**src/rtl/fft_frame_ctrl.sv**
```systemverilog
// CPU-facing frame controller for a combinational-interface FFT core: loads N samples,
// launches the core, captures its result and lets the CPU drain it. Optional macro: FFT_FRAME_AUTO_START_EN.
module fft_frame_ctrl #(
  parameter int ADDR_WIDTH   = 32,
  parameter int DATA_WIDTH   = 32,
  parameter int NO_STAGES    = 4,
  parameter int CORE_LATENCY = 10
) (
  input  logic                                       clkk,
  input  logic                                       reset,
  input  logic                                       cpu_if_read,
  input  logic                                       cpu_if_write,
  input  logic [ADDR_WIDTH-1:0]                      cpu_if_address,
  input  logic [DATA_WIDTH-1:0]                      cpu_if_write_data,
  output logic [DATA_WIDTH-1:0]                      cpu_if_read_data,
  output logic                                       cpu_if_access_complete,
  output logic [(2**NO_STAGES)*(DATA_WIDTH/2)-1:0]   core_x_N,
  input  logic [(2**NO_STAGES)*(DATA_WIDTH/2)-1:0]   core_y_N,
  output logic                                       core_start,
  output logic                                       error,
  output logic                                       irq
);
  localparam int SW = DATA_WIDTH / 2;
  localparam int N  = 2 ** NO_STAGES;
  localparam int CW = NO_STAGES + 1;
  localparam int LW = $clog2(CORE_LATENCY + 1);

  typedef enum logic [1:0] {
    ST_LOAD  = 2'd0,
    ST_RUN   = 2'd1,
    ST_DRAIN = 2'd2
  } state_t;

  state_t        state, state_nx;
  logic [CW-1:0] in_cnt, out_cnt;
  logic [LW-1:0] lat_cnt;
  logic [SW-1:0] x_mem [N];
  logic [SW-1:0] y_mem [N];

  // CPU port: read/write are one-cycle strobes with no back-pressure. Every strobe
  // is acknowledged by access_complete on the following cycle, read_data valid with it.
  logic [1:0] reg_sel;
  logic       conflict, wr_ok, rd_ok;
  logic       in_wr, in_accept, out_rd, out_accept, last_out;
  logic       launch, capture, err_set, err_clr;
  logic [31:0]           status_word;
  logic [DATA_WIDTH-1:0] rd_value;
  logic                  unused_bits;

  assign reg_sel  = cpu_if_address[3:2];
  assign conflict = cpu_if_read & cpu_if_write;
  assign wr_ok    = cpu_if_write & ~cpu_if_read;
  assign rd_ok    = cpu_if_read & ~cpu_if_write;
  assign irq      = (state == ST_DRAIN);

  assign unused_bits = ^{cpu_if_address[ADDR_WIDTH-1:4], cpu_if_address[1:0],
                         cpu_if_write_data[DATA_WIDTH-1:SW], cpu_if_write_data[0]};

  for (genvar g = 0; g < N; g++) begin : g_pack
    assign core_x_N[g*SW +: SW] = x_mem[g];
  end

  always_comb begin
    in_wr      = wr_ok && (reg_sel == 2'd2);
    in_accept  = in_wr && (state == ST_LOAD) && (in_cnt != CW'(N));
    out_rd     = rd_ok && (reg_sel == 2'd3);
    out_accept = out_rd && (state == ST_DRAIN);
    last_out   = out_accept && (out_cnt == CW'(N - 1));
    capture    = (state == ST_RUN) && (lat_cnt == LW'(CORE_LATENCY));
`ifdef FFT_FRAME_AUTO_START_EN
    launch     = in_accept && (in_cnt == CW'(N - 1));
`else
    launch     = wr_ok && (reg_sel == 2'd0) && cpu_if_write_data[0] &&
                 (state == ST_LOAD) && (in_cnt == CW'(N));
`endif
    err_set    = conflict | (in_wr & ~in_accept) | (out_rd & ~out_accept);
    err_clr    = wr_ok && (reg_sel == 2'd0) && cpu_if_write_data[1];
  end

  always_comb begin
    state_nx = state;
    case (state)
      ST_LOAD:  if (launch)   state_nx = ST_RUN;
      ST_RUN:   if (capture)  state_nx = ST_DRAIN;
      ST_DRAIN: if (last_out) state_nx = ST_LOAD;
      default:                state_nx = ST_LOAD;
    endcase
  end

  always_comb begin
    status_word = {error, 5'd0, state, 12'(out_cnt), 12'(in_cnt)};
    rd_value    = '0;
    if (rd_ok) begin
      case (reg_sel)
        2'd1:    rd_value = DATA_WIDTH'(status_word);
        2'd3:    if (out_accept) rd_value = DATA_WIDTH'(y_mem[out_cnt[NO_STAGES-1:0]]);
        default: rd_value = '0;
      endcase
    end
  end

  always_ff @(posedge clkk) begin
    if (reset) state <= ST_LOAD;
    else       state <= state_nx;
  end

  always_ff @(posedge clkk) begin
    if (reset) begin
      in_cnt                 <= '0;
      out_cnt                <= '0;
      lat_cnt                <= '0;
      error                  <= 1'b0;
      core_start             <= 1'b0;
      cpu_if_access_complete <= 1'b0;
      cpu_if_read_data       <= '0;
    end else begin
      core_start             <= launch;
      cpu_if_access_complete <= cpu_if_read | cpu_if_write;
      cpu_if_read_data       <= rd_value;
      // A fresh error outranks a clear issued in the same cycle.
      error                  <= err_set | (error & ~err_clr);
      if (in_accept) in_cnt <= in_cnt + CW'(1);
      if (launch)
        lat_cnt <= '0;
      else if ((state == ST_RUN) && !capture)
        lat_cnt <= lat_cnt + LW'(1);
      if (out_accept) begin
        if (last_out) begin
          in_cnt  <= '0;
          out_cnt <= '0;
        end else begin
          out_cnt <= out_cnt + CW'(1);
        end
      end
    end
  end

  // Sample buffers carry no reset; counters and state decide what is valid.
  always_ff @(posedge clkk) begin
    if (in_accept && !reset) x_mem[in_cnt[NO_STAGES-1:0]] <= cpu_if_write_data[SW-1:0];
    if (capture && !reset) begin
      for (int i = 0; i < N; i++) y_mem[i] <= core_y_N[i*SW +: SW];
    end
  end
endmodule

```
**config.mk**
```make
export PLATFORM = sky130hd
export DESIGN_NAME = fft_frame_ctrl
export DESIGN_NICKNAME = d
export VERILOG_FILES = /design/src/rtl/fft_frame_ctrl.sv
export SDC_FILE = /design/constraint.sdc
export NUM_CORES = 1
export LEC_CHECK = 0
export ABC_AREA = 1
export CAP_MARGIN = 20
export CORE_ASPECT_RATIO = 2
export CORE_UTILIZATION = 30
export DETAILED_ROUTE_END_ITERATION = 10
export PLACE_DENSITY = 0.56
export REMOVE_ABC_BUFFERS = 1
export SLEW_MARGIN = 20
export SYNTH_ARGS = -nofsm -noshare
export SYNTH_HDL_FRONTEND = slang
export SYNTH_SLANG_ARGS = --single-unit
```
**constraint.sdc**
```tcl
create_clock -name clkk -period 14.02 [get_ports clkk]
set_input_delay 3.505 -clock clkk [delete_from_list [all_inputs] [get_ports clkk]]
set_output_delay 3.505 -clock clkk [all_outputs]
set_load 0.01 [all_outputs]
```
After elaboration in Yosys (flattened, before gate mapping)
Memory sizes are Yosys's and may differ from the RTL's. A register that Yosys moved wholly into a read port is not among the register bits.
Index checks and enable logic that the tools add are counted.

operators by class
  add/sub/neg operators = 3
  equality and inequality tests = 12
  muxes and demuxes = 16
  bitwise gates (word level) = 16
  reductions and logical operators = 22

operator list
  cell                 count
  $pmux 32 s2          1
  $mux 5               4
  $mux 16              1
  $logic_and 1x1->1    15
  $add 5x1->5 const B  2
  $mux 4               2
  $and 1x1->1          6
  $eq 2x2->1 const B   3
  $mux 2               3
  $not 1->1            6
  $pmux 2 s3           1
  $eq 5x4->1 const B   1
  $eq 5x5->1 const B   1
  $ne 5x5->1 const B   1
  $add 4x1->4 const B  1
  $eq 2x1->1 const B   2
  $eq 4x4->1 const B   1
  $logic_not 2->1      2
  $mux 1               4
  $ne 2x2->1 const B   2
  $or 1x1->1           4
  $reduce_or 2->1      2
  $reduce_and 3->1     1
  $logic_not 1->1      2
  $ne 2x1->1 const B   1

storage, ports and cells
  register bits = 51
  bits in writable memories = 512
  bits of input ports = 324
  logic and storage cells = 79
  memories kept = 2

memory list
  memory  words  bits a word  rd ports  clocked after memory_dff  write ports  RTL line  RTL
  x_mem   16     16           16        0                         1            37        logic [SW-1:0] x_mem [N];
  y_mem   16     16           1         1                         16           38        logic [SW-1:0] y_mem [N];

Depth between registers and ports, before layout
Gate-level depths: netlist of run 1.

  word-level depth = 10
  gate-level depth with buffers = 11
  mapped depth without buffers = 9

Worst setup path after synthesis of run 1
Ideal clock, no wire load.

  path type = input to register
  from = input port reset
  to = memory y_mem[0][0] (netlist name), enable pin
  arrival = 14298 ps
  required time = 13142 ps
  setup slack = -1155 ps
  cell stages on the path = 2
  buffers on the path = 1
  path through = buf_2 > nor2_1

RTL lines
  item         RTL line  RTL
  from (decl)  10        input logic reset,
  to (decl)    38

==> impl_metrics.toml, run 1 <==
[timing]
finalMaxSlewViolations = 0
holdWs_ns = 0.4627
max_freq_mhz = 153.9
hold_viol = 0
rsz0062_at_grt = "false"
setup_viol = 0
period_share_pct = 46.36
tightest_slew_ns = 1.072
relSlewSlack_pct = 28.56
setup_slack_ns = 7.521
fin_skew_ns = 0.01892
layout_min_cycle_time_ns = 6.499

[grt]
grt_pass1_wl_mm = 83.74
antenna_found_initial = 3
grt.overflow.total = 0
track_usage_pct = 17.05
grt_max_degree = 152
grt_pass1_vias = 13040

[floorplanning]
die_h_um = 365.7
die_width_um = 183.9
ioPinCount = 616
dieArea_um2 = 67250
rows = 133
initial_core_util_pct = 30.27
design.core.area_um2 = 65570

[yosys]
yosys.area_share.simple_pct = 9.425
postSynthCellCount = 1347
synthXorXnorAreaFrac_pct = 0.08826
syn_area_um2 = 19850
yosys.cell_types.count = 29
synth-compound-area-share_pct = 4.331
muxShareOfSynthArea_pct = 0
synth-adder-area-share_pct = 0.4413
postSynthAreaPerCell_um2 = 14.73
ys_warn_count = 0
synth_top_family_by_area = "simple AND/OR/NAND/NOR gates"
yosysSeqAreaShare_pct = 81.81
yosys_register_bits = 555

[clock_network]
cts_root_buf = "clkbuf_16"
postCtsSetupRepairBufs = 0
cts_buffers = 48
clock_sinks = 555
ctsResizeCount = 0
clk_path_buf_depth = 3
h-tree-depth = 2
clk_pin_slew_ns = 0.07
clk_latency_ns = 0.57
cts_tree = "built"
cts_hold_buf = 0

[critical_path]
start_kind = "input pin"
cp_cell_sequence = "clkdlybuf4s50_1 -> nor2_4 -> buf_12 -> buf_4"
cp-end-kind = "flop"
max_stage_delay_ns = 0.88
worstPathRequired_ns = 14.21
crit_path_top_delay_cell = "buf_4"
critical_path.top_delay_family = "buffers and inverters"
crit_type = "input pin to flop"
critPathMaxFanout = 151
path_buf_inv = 3
cp.arrival_ns = 6.69

[power]
ir_drop_v = 0.0001114
power.density_nw_per_um2 = 114.5
finalPower_mw = 3.193
total_leakage_power_nw = 9.644

[layout]
nets = 2256
multi_input_area_um2 = 2940
fill_cells = 6027
final_cell_mix = "clkdlybuf4s50_1 (557), edfxtp_1 (512), nand2_1 (214)"
final_common_cell = "clkdlybuf4s50_1"
ff_latch_area_um2 = 16240
area_growth_syn_to_layout_pct = 40.56
antenna_cells = 0
post-route-util_pct = 42.55
drive_above_1_share_pct = 6.173

[detailed_routing]
viasPerCell = 4.440
drt_wl_total_mm = 57.91
drt_iter0_markers = 730
ant_nets = 0
vias = 12600
wl_per_cell_um = 20.41
first_pass_iters = 5
drc = 0

[placed_design]
gp_congestion = 0.8204
post-place-ws_ns = 6.830
place_hpwl_mm = 40.52
portBuffers = 557

[worst_hold_path]
hold_path_class = "flop to flop"

[run_status]
status = "finished, final reports clean"

[job]
drv_cap = 0
-- kinds of logic (layout without fill, tap and decap cells) --
| logic type | after synthesis | after routing |
|---|---|---|
| other | 1 | 12 |
| AO/OA/AOI/OAI | 158 | 158 |
| XOR/XNOR | 2 | 2 |
| adder cells (fa/ha/maj) | 7 | 7 |
| AND/OR/NAND/NOR | 462 | 462 |
| flip-flops | 555 | 555 |
| buffers and inverters | 162 | 764 |
-- synth_stat cells, drive strengths merged --
cell type | instances | area share (%)
clkbuf | 14 | 0.26
nor2 | 153 | 2.9
a21oi | 22 | 0.55
or2 | 1 | 0.032
nor3 | 1 | 0.025
ha | 7 | 0.44
edfxtp | 512 | 77
o21ai | 94 | 2.4
nand3 | 90 | 2.3
clkinv | 1 | 0.019
dfxtp | 43 | 4.3
inv | 96 | 1.8
xor2 | 2 | 0.088
buf | 51 | 1.8
nor3b | 1 | 0.038
o22ai | 29 | 0.91
nand4 | 1 | 0.032
nand2 | 214 | 4.0
o211ai | 13 | 0.49
conb | 1 | 0.019
nand3b | 1 | 0.038
-- state kept, by name, summed over array words and instances, names as in the netlist, named ones only --
name	count
core_start	1
cpu_if_access_complete	1
lat_cnt	4
state	2
y_mem	256
cpu_if_read_data	20
error	1
out_cnt	5
in_cnt	5
x_mem	256
-- cell type report --
class	count	share of cell area (%)
well taps	877	3.933
repair buffers	582	20.70
multi-input cells	641	10.54
clock buffers	57	4.503
inverters	97	1.314
flip-flops and latches	555	58.22
clock inverters	28	0.7849
-- worst register-to-register path: cells and delay by family, from the launching register on --
family | cells | cell delay [ns]
AO/OA/AOI/OAI | 1 | 0.40
adder cells (fa/ha/maj) | 1 | 0.16
buffers and inverters | 3 | 1.71
flip-flops | 1 | 0.34
AND/OR/NAND/NOR | 3 | 0.89
-- power breakdown --
part	switching, mW	internal, mW	total, mW
sequential	0.000777	1.81	1.81
clock	0.601	0.682	1.28
combinational	0.0333	0.0699	0.103
total	0.636	2.56	3.19
-- through the flow --
step / setup TNS [ns] / instances / area (µm²)
after global placement: 0 / 2752 / 26410
after CTS: 0 / 2837 / 27890
final: 0 / 2837 / 27900
after detailed placement: 0 / 2752 / 26420
after floorplan: -224.76 / 1293 / 19480
after global routing: 0 / 2837 / 27900
-- per-layer routing --
metal	wire length, µm	global-route usage [%]	part of all wire [%]	up-vias
met5	41	0	0.071	-
met4	1428	4.840	2.5	6
met3	5285	4.980	9.1	74
met2	29620	31.06	51	623
met1	21540	18.90	37	5997
li1	-	-	-	5895
-- path summary, 6_finish.rpt --
check        startpoint     endpoint  slack [ns]  cells past startpoint
max reg2reg  lat_cnt[0]  y_mem[8][8]       10.03                      8
max               reset  y_mem[8][8]        7.52                      4
min reg2reg  out_cnt[4]   out_cnt[4]        0.46                      2
min          out_cnt[4]   out_cnt[4]        0.46                      2
(Power assumes the default switching activity.)
==> run 2, diff against run 1 <==
Clock period 14.02 ns to 5.8 ns, I/O delays scaled along.
==> impl_metrics.toml, run 2 (synthesis gave the netlist of run 1 again) <==
[power]
finalPower_mw = 7.819
power.density_nw_per_um2 = 279.3
total_leakage_power_nw = 9.688
ir_drop_v = 0.0002439

[grt]
track_usage_pct = 17.02
grt.overflow.total = 0
antenna_found_initial = 3
grt_pass1_vias = 13140
grt_max_degree = 82
grt_pass1_wl_mm = 83.29

[floorplanning]
die_width_um = 183.9
rows = 133
ioPinCount = 616
initial_core_util_pct = 30.27
design.core.area_um2 = 65570
die_h_um = 365.7
dieArea_um2 = 67250

[detailed_routing]
drt_iter0_markers = 641
drc = 0
viasPerCell = 4.491
drt_wl_total_mm = 57.87
ant_nets = 0
wl_per_cell_um = 20.40
first_pass_iters = 5
vias = 12740

[placed_design]
portBuffers = 557
gp_congestion = 0.8169
place_hpwl_mm = 41.60

[timing]
hold_viol = 0
period_share_pct = 64.36
finalMaxSlewViolations = 0
max_freq_mhz = 267.9
layout_min_cycle_time_ns = 3.733
holdWs_ns = 0.4624
relSlewSlack_pct = 26.59
fin_skew_ns = 0.02435
tightest_slew_ns = 1.100
setup_viol = 0
rsz0062_at_grt = "false"

[clock_network]
cts_tree = "built"
clock_sinks = 555
clk_latency_ns = 0.58
cts_buffers = 47
postCtsSetupRepairBufs = 0
h-tree-depth = 2
ctsResizeCount = 0
cts_root_buf = "clkbuf_16"
clk_path_buf_depth = 3
clk_pin_slew_ns = 0.06
cts_hold_buf = 0

[critical_path]
critPathMaxFanout = 16
worstPathRequired_ns = 5.98
cp-end-kind = "flop"
start_kind = "input pin"
crit_type = "input pin to flop"
cp.arrival_ns = 3.92

[layout]
final_cell_mix = "clkdlybuf4s50_1 (557), edfxtp_1 (512), nand2_1 (214)"
final_common_cell = "clkdlybuf4s50_1"
nets = 2257
area_growth_syn_to_layout_pct = 41.04
drive_above_1_share_pct = 6.224
antenna_cells = 0
post-route-util_pct = 42.69

[job]
drv_cap = 0

[worst_hold_path]
hold_path_class = "flop to flop"

[run_status]
status = "finished, final reports clean"
[run 2: changes by cell type in the layout (fill, tap and decap cells not counted), moves of 2 or more]
cell and delta:
bufinv_16 +4, clkinv_1 -3, inv_6 +3, buf_12 +2, clkbuf_16 -2, clkinv_4 -2
clkinvlp_4 -2, inv_8 -2, nor2_2 -2
[run 2: per-stage QoR]
stage	area, µm²	instances	TNS, ns	setup slack [ns]
final	27990	2837	0	2.067
after global routing	27990	2837	0	1.984
after CTS	27970	2836	0	2.098
after detailed placement	26450	2753	0	1.476
after global placement	26450	2753	0	1.571
after floorplan	19480	1293	-1803.00	-7.043
[run 2: area by class of cell]
class                   count  area [µm²]
multi-input cells         641        2943
flip-flops and latches    555       16240
clock buffers              57        1224
fillers                  6026       37570
repair buffers            584        5819
inverters                  97       366.6
well taps                 877        1097
clock inverters            26       299.0
[run 2: worst paths after layout]
kind	startpoint	end	slack (ns)	cells after the start
min	out_cnt[4]	out_cnt[4]	0.46	2
max reg2reg	flop	cpu_if_read_data[13]	2.80	10
max	cpu_if_write	x_mem[8][2]	2.07	9
min reg2reg	out_cnt[4]	out_cnt[4]	0.46	2
[run 2: routing by layer]
layer	GRT usage, %	routed length (µm)	vias up
li1	-	-	5898
met1	18.73	21370	6065
met2	30.62	29230	666
met3	5.050	5402	106
met4	5.897	1832	6
met5	0	39	-
[run 2: report_power, final]
| group | leakage, nW | internal [mW] | switching [mW] |
|---|---|---|---|
| Combinational | 3.99 | 0.169 | 0.0818 |
| Sequential | 4.95 | 4.36 | 0.00180 |
| Clock | 0.748 | 1.78 | 1.42 |
[run 2: worst max-delay path, cell delays in order]
cell and delay, ns:
clkdlybuf4s50_1 0.45, inv_1 0.07, nor2_1 0.13, nand3_1 0.21, nor2_4 0.25, inv_1 0.12
nor2_2 0.14, nand2_1 0.20, nor2_2 0.88
==> run 3, diff against run 2 <==
Settings changed: PLACE_DENSITY 0.56 to 0.54.
Clock period 5.8 ns to 3.8 ns, I/O delays scaled along.
==> impl_metrics.toml, run 3 (synthesis gave the netlist of run 1 again) <==
[critical_path]
crit_path_top_delay_cell = "clkdlybuf4s50_1"
cp.arrival_ns = 1.86
critPathMaxFanout = 4
reg2reg_from = "in_cnt[0]"
cp-end-kind = "output port"
crit_type = "flop to output port"
crit_start = "state[1]"
r2r-end = "x_mem[0][15]"
max_stage_delay_ns = 0.61
start_kind = "flop"
r2r_cells = 10
worstPathRequired_ns = 2.85
cp_cell_sequence = "nand2_1 -> inv_1 -> clkdlybuf4s50_1"
r2r_setup_slack_ns = 1.24
endpoint = "irq"

[detailed_routing]
first_pass_iters = 5
ant_nets = 0
vias = 12730
wl_per_cell_um = 20.71
viasPerCell = 4.455
drc = 0
drt_iter0_markers = 688
drt_wl_total_mm = 59.17

[layout]
final_cell_mix = "clkdlybuf4s50_1 (557), edfxtp_1 (512), nand2_1 (214)"
nets = 2270
final_common_cell = "clkdlybuf4s50_1"
post-route-util_pct = 43.05
final_area_um2 = 28230
drive_above_1_share_pct = 7.280
area_growth_syn_to_layout_pct = 42.23

[placed_design]
place_hpwl_mm = 42.40
gp_congestion = 0.7726
post-place-ws_ns = 0.4837
portBuffers = 557
postPlaceCellArea_um2 = 26590

[clock_network]
cts_buffers = 48
cts_root_buf = "clkbuf_16"
clock_sinks = 555
clk_path_buf_depth = 3
clk_pin_slew_ns = 0.07
postCtsSetupRepairBufs = 0
clk_latency_ns = 0.60
ctsResizeCount = 0
h-tree-depth = 2
cts_hold_buf = 0
cts_tree = "built"

[grt]
gr-usage-met2_pct = 31.24
grtUsageMet1_pct = 18.59
grt.overflow.total = 0
antenna_found_initial = 4
grt_max_degree = 75
track_usage_pct = 17.44
grt_pass1_wl_mm = 85.17
grt_pass1_vias = 13200
grtUsageMet3_pct = 6.481
grt_busiest_layer = "met2"

[power]
clkPwrFrac_pct = 41.9
p_comb_share_pct = 3.2
total_leakage_power_nw = 9.806
p_sw_mw = 2.381
p_int_mw = 9.769
swShare_pct = 19.60
ir_drop_v = 0.0003839
p_seq_share_pct = 54.8
power.density_nw_per_um2 = 430.4

[timing]
rsz0062_at_grt = "false"
setup_slack_ns = 0.9937
fin_skew_ns = 0.02652
setup_viol = 0
holdWs_ns = 0.4789
hold_viol = 0
relSlewSlack_pct = 41.09
finalMaxSlewViolations = 0
layout_min_cycle_time_ns = 2.806
tightest_slew_ns = 0.8826
max_freq_mhz = 356.3
period_share_pct = 73.85

[floorplanning]
design.core.area_um2 = 65570
die_width_um = 183.9
rows = 133
die_h_um = 365.7
dieArea_um2 = 67250
ioPinCount = 616
initial_core_util_pct = 30.27

[worst_hold_path]
min_from = "out_cnt[4]"
hold_depth = 2
hold_path_class = "flop to flop"

[job]
drv_cap = 0

[run_status]
status = "finished, final reports clean"
-- run 3: cell count changes in the layout (fill, tap and decap cells not counted), sizes merged --
| cell | change |
|---|---|
| buf | +12 |
| clkinv | +3 |
| clkinvlp | +4 |
| diode | +2 |
| inv | -1 |
-- run 3: worst min path at each step --
stage,endpoint,slack (ns)
after global routing,cpu_if_read_data[16],0.50
after detailed placement,cpu_if_read_data[16],0.46
final,cpu_if_read_data[16],0.48
after floorplan,cpu_if_read_data[16],0.43
after CTS,cpu_if_read_data[16],0.47
after global placement,out_cnt[4],0.44
-- run 3: per-layer routing --
layer  wire, µm  vias to the layer above
li1           -                     5928
met1      21090                     6072
met2      30070                      643
met3       6313                       80
met4       1673                        4
met5         21                        -
-- run 3: final cells by class --
cell class	count	area [µm²]
clock inverter	32	342.8
sequential	555	16240
inverter	97	366.6
fill	6075	37340
multi-input combinational	641	2933
timing repair buffer	596	5956
clock buffer	57	1286
tap	877	1097
antenna	2	5.005
-- run 3: power groups by stage --
stage	sequential (mW)	clock, mW	combinational [mW]
CTS	6.66	5.24	0.398
global route	6.66	5.45	0.417
detailed placement	6.80	0	0.396
floorplan	6.80	0	0.0199
finish	6.66	5.10	0.391
global placement	6.80	0	0.393
-- run 3: critical path: cells and delay by family, from the launching register on --
kind / cells / cell delay [ns]
simple gates: 1 / 0.10
buf+inv: 2 / 0.75
flops: 1 / 0.42
-- run 3: metrics by stage --
step | std cells | total power [mW] | TNS [ns]
finish | 2857 | 12.15 | 0
floorplan | 1293 | 6.822 | -2217.41
CTS | 2855 | 12.30 | 0
global route | 2856 | 12.52 | 0
global placement | 2766 | 7.192 | 0
detailed placement | 2766 | 7.195 | 0
